===== src/rtl/uart_apb_fifo.sv =====
// APB-mapped UART: 8-bit serial channel with TX/RX FIFOs, 16x-oversampling baud
// generator, optional parity and level interrupts.
module uart_apb_fifo #(
   parameter int FIFO_DEPTH = 16,
   parameter int DIV_RESET  = 26
) (
   input  logic        pclk,
   input  logic        prstn,
   input  logic [31:0] paddr,
   input  logic        psel,
   input  logic        penable,
   input  logic        pwrite,
   input  logic [31:0] pwdata,
   output logic [31:0] prdata,
   output logic        pready,
   input  logic        uart_rx,
   output logic        uart_tx,
   output logic        uart_ri,
   output logic        uart_ti,
   output logic        ext_uart_en
);

   localparam int AW = $clog2(FIFO_DEPTH);
   localparam logic [AW:0] PTR_ONE = 1;

   localparam logic [2:0] A_DATA   = 3'd0;
   localparam logic [2:0] A_STATUS = 3'd1;
   localparam logic [2:0] A_CTRL   = 3'd2;
   localparam logic [2:0] A_BAUD   = 3'd3;
   localparam logic [2:0] A_RXTHR  = 3'd4;

   typedef enum logic [2:0] {S_IDLE, S_START, S_DATA, S_PARITY, S_STOP} state_t;

   logic       wr_en;
   logic       rd_en;
   logic [2:0] addr;
   logic       unused_bits;

   assign wr_en       = psel & penable & pwrite;
   assign rd_en       = psel & penable & ~pwrite;
   assign addr        = paddr[4:2];
   assign pready      = 1'b1;
   assign unused_bits = ^{paddr[31:5], paddr[1:0], pwdata[31:16]};

   logic [6:0]  ctrl;
   logic [15:0] baud_div;
   logic [7:0]  rxthr;
   logic        tx_en;
   logic        rx_en;
   logic        ti_ie;
   logic        ri_ie;
   logic        par_en;
   logic        par_odd;

   assign tx_en       = ctrl[0];
   assign rx_en       = ctrl[1];
   assign ti_ie       = ctrl[2];
   assign ri_ie       = ctrl[3];
   assign par_en      = ctrl[4];
   assign par_odd     = ctrl[5];
   assign ext_uart_en = ctrl[6];

   always_ff @(posedge pclk or negedge prstn) begin
      if (!prstn) begin
         ctrl     <= '0;
         baud_div <= 16'(DIV_RESET);
         rxthr    <= 8'd1;
      end else if (wr_en) begin
         case (addr)
            A_CTRL:  ctrl     <= pwdata[6:0];
            A_BAUD:  baud_div <= pwdata[15:0];
            A_RXTHR: rxthr    <= pwdata[7:0];
            default: ;
         endcase
      end
   end

   // Baud generator: tick16 fires once every div+1 pclk; a BAUD write restarts the count.
   logic [15:0] baud_cnt;
   logic        tick16;

   assign tick16 = (baud_cnt == 16'd0);

   always_ff @(posedge pclk or negedge prstn) begin
      if (!prstn)
         baud_cnt <= 16'(DIV_RESET);
      else if (wr_en && addr == A_BAUD)
         baud_cnt <= pwdata[15:0];
      else if (tick16)
         baud_cnt <= baud_div;
      else
         baud_cnt <= baud_cnt - 16'd1;
   end

   logic [7:0]  tx_mem [FIFO_DEPTH];
   logic [AW:0] tx_wr;
   logic [AW:0] tx_rd;
   logic [AW:0] tx_level;
   logic        tx_full;
   logic        tx_empty;
   logic        tx_push;
   logic        tx_pop;

   assign tx_level = tx_wr - tx_rd;
   assign tx_empty = (tx_wr == tx_rd);
   assign tx_full  = (tx_wr[AW] != tx_rd[AW]) && (tx_wr[AW-1:0] == tx_rd[AW-1:0]);
   assign tx_push  = wr_en && (addr == A_DATA) && !tx_full;

   logic [7:0]  rx_mem [FIFO_DEPTH];
   logic [AW:0] rx_wr;
   logic [AW:0] rx_rd;
   logic [AW:0] rx_level;
   logic        rx_full;
   logic        rx_empty;
   logic        rx_push_req;
   logic        rx_push;
   logic        rx_pop;
   logic [7:0]  rx_shift;

   assign rx_level = rx_wr - rx_rd;
   assign rx_empty = (rx_wr == rx_rd);
   assign rx_full  = (rx_wr[AW] != rx_rd[AW]) && (rx_wr[AW-1:0] == rx_rd[AW-1:0]);
   assign rx_pop   = rd_en && (addr == A_DATA) && !rx_empty;
   // A pop in the same cycle frees the slot, so a push into a full FIFO still lands.
   assign rx_push  = rx_push_req && (!rx_full || rx_pop);

   always_ff @(posedge pclk) begin
      if (tx_push)
         tx_mem[tx_wr[AW-1:0]] <= pwdata[7:0];
      if (rx_push)
         rx_mem[rx_wr[AW-1:0]] <= rx_shift;
   end

   always_ff @(posedge pclk or negedge prstn) begin
      if (!prstn) begin
         tx_wr <= '0;
         tx_rd <= '0;
         rx_wr <= '0;
         rx_rd <= '0;
      end else begin
         if (tx_push) tx_wr <= tx_wr + PTR_ONE;
         if (tx_pop)  tx_rd <= tx_rd + PTR_ONE;
         if (rx_push) rx_wr <= rx_wr + PTR_ONE;
         if (rx_pop)  rx_rd <= rx_rd + PTR_ONE;
      end
   end

   state_t     tx_state;
   state_t     tx_nx;
   logic [3:0] tx_cnt;
   logic [2:0] tx_idx;
   logic [7:0] tx_byte;
   logic       tx_bit_end;
   logic       tx_line;
   logic       tx_busy;

   assign tx_bit_end = tick16 && (tx_cnt == 4'd15);
   assign tx_busy    = (tx_state != S_IDLE);
   assign uart_tx    = tx_line;

   always_ff @(posedge pclk or negedge prstn) begin
      if (!prstn)
         tx_state <= S_IDLE;
      else
         tx_state <= tx_nx;
   end

   // Pop only sees the registered empty flag, so a push into an empty FIFO is served next cycle.
   always_comb begin
      tx_nx   = tx_state;
      tx_pop  = 1'b0;
      tx_line = 1'b1;
      case (tx_state)
         S_IDLE: begin
            if (tx_en && !tx_empty) begin
               tx_pop = 1'b1;
               tx_nx  = S_START;
            end
         end
         S_START: begin
            tx_line = 1'b0;
            if (tx_bit_end) tx_nx = S_DATA;
         end
         S_DATA: begin
            tx_line = tx_byte[tx_idx];
            if (tx_bit_end && tx_idx == 3'd7) tx_nx = par_en ? S_PARITY : S_STOP;
         end
         S_PARITY: begin
            tx_line = (^tx_byte) ^ par_odd;
            if (tx_bit_end) tx_nx = S_STOP;
         end
         S_STOP: begin
            if (tx_bit_end) tx_nx = S_IDLE;
         end
         default: tx_nx = S_IDLE;
      endcase
   end

   always_ff @(posedge pclk or negedge prstn) begin
      if (!prstn) begin
         tx_cnt <= '0;
         tx_idx <= '0;
      end else if (tx_pop) begin
         tx_cnt <= '0;
         tx_idx <= '0;
      end else if (tick16 && tx_state != S_IDLE) begin
         tx_cnt <= tx_cnt + 4'd1;
         if (tx_state == S_DATA && tx_cnt == 4'd15) tx_idx <= tx_idx + 3'd1;
      end
   end

   always_ff @(posedge pclk) begin
      if (tx_pop) tx_byte <= tx_mem[tx_rd[AW-1:0]];
   end

   logic [1:0] rx_sync;
   logic       rx_s;
   logic       rx_d;
   logic       rx_fall;

   assign rx_s    = rx_sync[1];
   assign rx_fall = rx_d & ~rx_s;

   always_ff @(posedge pclk or negedge prstn) begin
      if (!prstn) begin
         rx_sync <= 2'b11;
         rx_d    <= 1'b1;
      end else begin
         rx_sync <= {rx_sync[0], uart_rx};
         rx_d    <= rx_s;
      end
   end

   state_t     rx_state;
   state_t     rx_nx;
   logic [3:0] rx_cnt;
   logic [2:0] rx_idx;
   logic       rx_sample;
   logic       frame_set;
   logic       parity_set;

   // Counter is zeroed in IDLE, so the 8th tick after the edge lands mid-bit.
   assign rx_sample = tick16 && (rx_cnt == 4'd7);

   always_ff @(posedge pclk or negedge prstn) begin
      if (!prstn)
         rx_state <= S_IDLE;
      else
         rx_state <= rx_nx;
   end

   always_comb begin
      rx_nx       = rx_state;
      rx_push_req = 1'b0;
      frame_set   = 1'b0;
      parity_set  = 1'b0;
      if (!rx_en) begin
         rx_nx = S_IDLE;
      end else begin
         case (rx_state)
            S_IDLE:   if (rx_fall) rx_nx = S_START;
            S_START:  if (rx_sample) rx_nx = rx_s ? S_IDLE : S_DATA;
            S_DATA:   if (rx_sample && rx_idx == 3'd7) rx_nx = par_en ? S_PARITY : S_STOP;
            S_PARITY: begin
               if (rx_sample) begin
                  rx_nx      = S_STOP;
                  parity_set = (rx_s != ((^rx_shift) ^ par_odd));
               end
            end
            S_STOP: begin
               if (rx_sample) begin
                  rx_nx       = S_IDLE;
                  rx_push_req = rx_s;
                  frame_set   = ~rx_s;
               end
            end
            default: rx_nx = S_IDLE;
         endcase
      end
   end

   always_ff @(posedge pclk or negedge prstn) begin
      if (!prstn) begin
         rx_cnt <= '0;
         rx_idx <= '0;
      end else begin
         if (rx_state == S_IDLE)
            rx_cnt <= '0;
         else if (tick16)
            rx_cnt <= rx_cnt + 4'd1;
         if (rx_state != S_DATA)
            rx_idx <= '0;
         else if (rx_sample)
            rx_idx <= rx_idx + 3'd1;
      end
   end

   always_ff @(posedge pclk) begin
      if (rx_state == S_DATA && rx_sample) rx_shift <= {rx_s, rx_shift[7:1]};
   end

   logic       overrun;
   logic       frame_err;
   logic       parity_err;
   logic       overrun_set;
   logic [2:0] w1c;

   assign overrun_set = rx_push_req && rx_full && !rx_pop;
   assign w1c         = (wr_en && addr == A_STATUS) ? pwdata[6:4] : 3'b000;

   // A new set in the same cycle as a W1C clear wins.
   always_ff @(posedge pclk or negedge prstn) begin
      if (!prstn) begin
         overrun    <= 1'b0;
         frame_err  <= 1'b0;
         parity_err <= 1'b0;
      end else begin
         overrun    <= (overrun    & ~w1c[0]) | overrun_set;
         frame_err  <= (frame_err  & ~w1c[1]) | frame_set;
         parity_err <= (parity_err & ~w1c[2]) | parity_set;
      end
   end

   logic [7:0]  rx_lvl8;
   logic [7:0]  tx_lvl8;
   logic [31:0] status;

   assign rx_lvl8 = 8'(rx_level);
   assign tx_lvl8 = 8'(tx_level);
   assign status  = {8'h00, tx_lvl8, rx_lvl8, tx_busy, parity_err, frame_err, overrun,
                     rx_empty, rx_full, tx_empty, tx_full};

   assign uart_ti = ti_ie & tx_empty;
   assign uart_ri = ri_ie & (((rx_lvl8 >= rxthr) && (rxthr != 8'd0))
                             | overrun | frame_err | parity_err);

   always_comb begin
      prdata = 32'h0;
      if (psel) begin
         case (addr)
            A_DATA:   if (!rx_empty) prdata = {24'h0, rx_mem[rx_rd[AW-1:0]]};
            A_STATUS: prdata = status;
            A_CTRL:   prdata = {25'h0, ctrl};
            A_BAUD:   prdata = {16'h0, baud_div};
            A_RXTHR:  prdata = {24'h0, rxthr};
            default:  prdata = 32'h0;
         endcase
      end
   end

endmodule


===== config.mk =====
export PLATFORM = sky130hd
export DESIGN_NAME = uart_apb_fifo
export DESIGN_NICKNAME = d
export VERILOG_FILES = /design/src/rtl/uart_apb_fifo.sv
export SDC_FILE = /design/constraint.sdc
export NUM_CORES = 1
export LEC_CHECK = 0
export ABC_AREA = 1
export CAP_MARGIN = 25
export CORE_ASPECT_RATIO = 1.5
export CORE_MARGIN = 4
export CORE_UTILIZATION = 35
export DETAILED_ROUTE_END_ITERATION = 10
export GPL_ROUTABILITY_DRIVEN = 0
export GPL_TIMING_DRIVEN = 1
export PLACE_DENSITY_LB_ADDON = 0.05
export SLEW_MARGIN = 10
export SYNTH_ARGS = -nofsm -noshare
export SYNTH_HDL_FRONTEND = slang
export SYNTH_SLANG_ARGS = --single-unit

===== constraint.sdc =====
create_clock -name pclk -period 8.7 [get_ports pclk]
set_clock_uncertainty 0.2 [all_clocks]
set_input_delay 0.87 -clock pclk [delete_from_list [all_inputs] [get_ports pclk]]
set_output_delay 0.87 -clock pclk [all_outputs]
set_load 0.03 [all_outputs]

* Yosys cells after proc, flatten, opt, wreduce, memory -nomap -nowiden
Memories as Yosys holds them, arrays and structs flattened. A register that Yosys moved wholly into a read port is not among the register bits. Cells that the tools add are included. Widths: inputs -> output; s select.
Operators by class: add/subtract/negate cells 11, multiply operators 0, div/mod/pow operators 0, order comparisons 2, eq/ne operators 34, shift-type cells 0, muxes and demuxes 48, bitwise gates (word level) 22, reduce and logical (&&, ||, !) cells 44
Operators with widths (count):
- $pmux 32 s5 | 1
- $mux 3 | 18
- $mux 16 | 2
- $mux 32 | 1
- $pmux 3 s5 | 2
- $add 5x1->5 const B | 4
- $logic_and 1x1->1 | 20
- $eq 3x2->1 const B | 6
- $logic_not 16->1 | 1
- $mux 1 | 16
- $mux 4 | 4
- $reduce_xor 8->1 | 2
- $sub 16x1->16 const B | 1
- $eq 3x3->1 const B | 5
- $ne 3x3->1 const B | 5
- $eq 5x5->1 | 2
- $ne 2x2->1 const B | 5
- $reduce_and 5->1 | 2
- $sub 5x5->5 | 2
- $and 1x1->1 | 9
- $eq 3x1->1 const B | 3
- $logic_not 3->1 | 3
- $add 4x1->4 const B | 2
- $eq 4x4->1 | 2
- other kinds (20) | 43
Word-level totals: flip-flop bits (word level) 101, latch bits 0, memory bits (writable) 256, memory bits (read-only) 0, input port bits 70, output and inout port bits 37, memories 2
Memory list:
- rx_mem | words 16, width 8, rd ports 1, clocked after memory_dff 0, write ports 1, RTL line 109 | logic [7:0] rx_mem [FIFO_DEPTH];
- tx_mem | words 16, width 8, rd ports 1, clocked after memory_dff 1, write ports 1, RTL line 95 | logic [7:0] tx_mem [FIFO_DEPTH];

* Logic depth before layout (Yosys ltp)
word-level depth 8, mapped depth 14, depth with buffers taken out 14

* Worst setup path after synthesis
OpenSTA, ideal clock, no wires.
path kind reg-to-output, from reg rx_rd[2], to out uart_ri, arrival time 2.910 ns, required time 7.630 ns, slack 4.720 ns, cell stages (with the launch flop) 15, buffers on the path 2, cell sequence dfrtp_1 > buf_2 > inv_1 > clkbuf_1 > ha_1 > a21oi_1 > nand2_1 > xor2_1 > ha_1 > nand2_1 > o21ai_0 > nand2_1 > nand3_1 > nand2_1 > a21boi_0
Between the ends: cells in the longest elaborated chain, start to end 7
Ends and longest elaborated chain:
- start, declared | RTL line 111 | logic [AW:0] rx_rd;
- start signal, assigned | RTL line 144 | if (rx_pop) rx_rd <= rx_rd + PTR_ONE;
- $sub 5x5->5 | RTL line 120 | assign rx_level = rx_wr - rx_rd;
- $ge 5x8->1 | RTL line 334 | assign uart_ri = ri_ie & (((rx_lvl8 >= rxthr) && (rxthr != 8'd0))
- $logic_and 1x1->1 | RTL line 334
- $or 1x1->1 (3 in series) | RTL line 335 | | overrun | frame_err | parity_err);
- $and 1x1->1 | RTL line 334
- end, declared | RTL line 18 | output logic uart_ri,
Every way passes these cells.

* Final worst setup path
Same ends and word-level chain as after synthesis.

==> impl_results.md <==
- DRT met1 WL: 17000 um
- Port Buffers: just under 50
- Fin Hold WS: between 0.08 and 0.09 ns
- Worst hold path type: in -> async
- FF+latch count, synth: 365
- Crit path top cell by count: nand2_1
- I/O pins: around 110
- Slew @ Worst Pin: ~1 ns
- Antenna-violating nets left: 0
- Final setup viols: 0
- Setup bufs post-CTS: 0
- Worst EP required: ~7.6 ns
- Syn_area_per_cell: roughly 10 um^2
- # diodes: 0
- Hold buffers post-CTS: 0
- Beginning of the critical path: rx_rd[2]$_DFFE_PN0P_
- Synth Cell Area: roughly 17000 um^2
- Top post-synthesis cells by count: nor2_1, edfxtp_1, nand2_1, o21ai_0, inv_1
- Num Clock Sinks: 365
- Final nets: 1775
- Final worst path period share: about three fifths
- Synthesis-to-layout area growth: 12.9%
- Initial cell density of the core: ~36%
- R2R cell count: 9
- Rows: 97
- Die Area: 51400 um^2
- Main synth FF type: edfxtp_1
- EDFF count, synth: approximately 270
- Placed Area: about 18000 um^2
- Final WL: ~45000 um
- Cts repair resizes: 0
- Synth cell types: 50
- Startpoint types: register
- CP endpoint kind: output port
- Via count: 11270
- Clock Pin Slew Worst Setup and Hold Paths: 0.06 ns
- Hpwl dp: between 30000 and 40000 um
- Final hold violation count: 0
- Setup TNS: 0 ns
- Setup CP Type: reg -> out
- Metal2 WL: about 24000 um
- Number of global-route vias before repair: between 10000 and 15000
- Clk buf depth: 3
- Avg Vias per Cell: a little under 5
- Initial drt markers: roughly 700
- CTS Buf Count: 39
- Tot GR Track Use: 17.3%
- Most area-hungry cell type in the Yosys netlist: edfxtp_1
- Clock root buffer: clkbuf_16
- DR pass1 iterations: 5
- Post-synthesis sequential area ratio: 62.8%
- Most common cell in the netlist: nor2_1
- Max Cap Violations: 0
- Global-route wire length before repair: 68600 um
- Initial antenna violation count: 0
- DR WL met3: around 1500 um
- Average wire per standard cell: 19.4 um
- Rel. slew slack: between 30% and 40%
- Worst setup endpoint: uart_ri
- Setup slack, reg-to-reg: 5.13 ns
- Worst path arrival time: ~4.2 ns
- Worst R2R End: rx_mem[3][0]$_DFFE_PP_
- CP max FO: 11
- Share of layout cells above drive strength 1: 7.34%
- RSZ-0062 raised after global routing: false
- Finished Core Util: 40.2%
- CTS tree: done
- Clk_lat worst skew: 0.54 ns
- Ys Warns: 0
- Peak VDD IR: 156 uV
- Uppermost layer routed: met4
- Outcome: finished, final reports clean
- Crit path time final: 5.22 ns
- DRC errors left: 0
- Die width: roughly 190 um
- Pins over their slew limit: 0
- Filler cells: ~4600
- CP max-delay cell: clkdlybuf4s50_1
- Final instance area: ~19000 um^2
- GRT overflow: 0
- Top cell type's share of synthesized area: about 50%
- Core area: about 47000 um^2
- P_leak: around 7.2 nW
- Largest net degree at the start of global routing: 63
- FMAX: approximately 0.19 GHz
- H-tree Lvls: 2
- Power Density: 278 nW/um^2
- Die height: about 280 um
- Reg2reg start: rx_rd[2]$_DFFE_PN0P_
- Synth Instances: 1631
- Worst stage delay on the critical path: approximately 0.8 ns
- Crit-path cells: inv_1 > ha_1 > a21oi_1 > nand2_1 > xor2_1 > ha_1 > nand2_1 > o21ai_0 > nand2_1 > nand3_1 > nand2_1 > a21boi_0 > clkdlybuf4s50_1
- Synth async-reset ratio: 25.5%
- Dominant cells by area after synthesis: edfxtp_1, dfrtp_1, nor2_1, o21ai_0, nand2_1
[metrics by stage]
step | power, W | setup WS (ns) | std cells
after floorplan | 0.00326 | 4.72 | 1641
after global placement | 0.00378 | 4.00 | 2225
after detailed placement | 0.00379 | 3.98 | 2225
after CTS | 0.00536 | 3.38 | 2297
after global routing | 0.00562 | 3.16 | 2297
final | 0.00524 | 3.48 | 2297
[worst max-delay path, delay by kind of cell (launching register included)]
family	cells	cell delay, ns
buf+inv	2	1.15
fa+ha+maj	2	0.75
flops	1	0.61
compound gates	3	0.59
simple gates	5	0.34
xor+xnor	1	0.17
[registers in the layout, summed over array words and instances (netlist names), 4 cells and up]
name,count
rx_cnt,4
rxthr,8
tx_mem,128
ctrl,7
tx_wr,5
baud_cnt,16
rx_shift,8
tx_byte,8
baud_div,16
rx_wr,5
rx_mem,128
tx_cnt,4
rx_rd,5
tx_rd,5
[logic make-up (layout without fill, tap and decap cells)]
| group | after synthesis | after routing | synth area share [%] |
|---|---|---|---|
| and+or+nand+nor | 683 | 683 | 17.5 |
| DFF | 365 | 365 | 62.8 |
| AOI/OAI and AO/OA | 303 | 303 | 9.87 |
| buffers and inverters | 206 | 268 | 5.18 |
| xor gates and xnor gates | 39 | 39 | 2.04 |
| adders and majority gates | 33 | 33 | 2.56 |
| other | 2 | 12 | 0.0449 |
[power breakdown]
part | internal (W) | total (W) | switching (W)
combinational | 0.000504 | 0.00157 | 0.00107
clock | 0.000854 | 0.00153 | 0.000679
sequential | 0.00200 | 0.00214 | 0.000137
[worst min-delay path by stage]
stage	end	slack [ns]
floorplan	rx_sync[1]$_DFF_PN1_	0.15
global placement	rx_sync[1]$_DFF_PN1_	0.15
detailed placement	rx_sync[1]$_DFF_PN1_	0.15
CTS	baud_div[15]$_DFFE_PN0P_	0.08
global route	baud_div[12]$_DFFE_PN0P_	0.11
finish	baud_div[12]$_DFFE_PN0P_	0.08
[placed cells by master (no fill, tap or decap), types with 6 or more instances in the layout]
cell type	instances
nor2_4	9
clkinv_2	7
nand4_1	12
xor2_1	24
dfrtp_1	81
o221ai_1	12
ha_1	31
a21oi_1	27
nand3_1	78
edfxtp_1	272
o21ai_1	8
inv_2	8
clkdlybuf4s50_1	48
dfstp_2	10
xnor2_1	15
nand2_1	264
o21ai_0	209
buf_4	11
conb_1	12
inv_1	123
clkinv_1	8
clkbuf_1	14
nand2_4	7
nor3_1	6
nor2_1	283
o22ai_1	28
o211ai_1	9
clkbuf_16	39
[area by class of cell]
type	instances	area (um^2)	area share, %
Multi-Input combinational cell	1070	5390	28.5
Clock inverter	17	104	0.550
Tap cell	594	743	3.93
Inverter	137	520	2.76
Timing Repair Buffer	59	563	2.98
Clock buffer	55	1060	5.59
Sequential cell	365	10500	55.6
[layer usage]
metal | up-vias | GRT usage [%]
li1 | 5614 | -
met4 | 0 | 6.54
met1 | 5396 | 18.9
met3 | 68 | 2.32
met2 | 192 | 33.9
met5 | - | 0
Power figures use the tool's default switching activity.
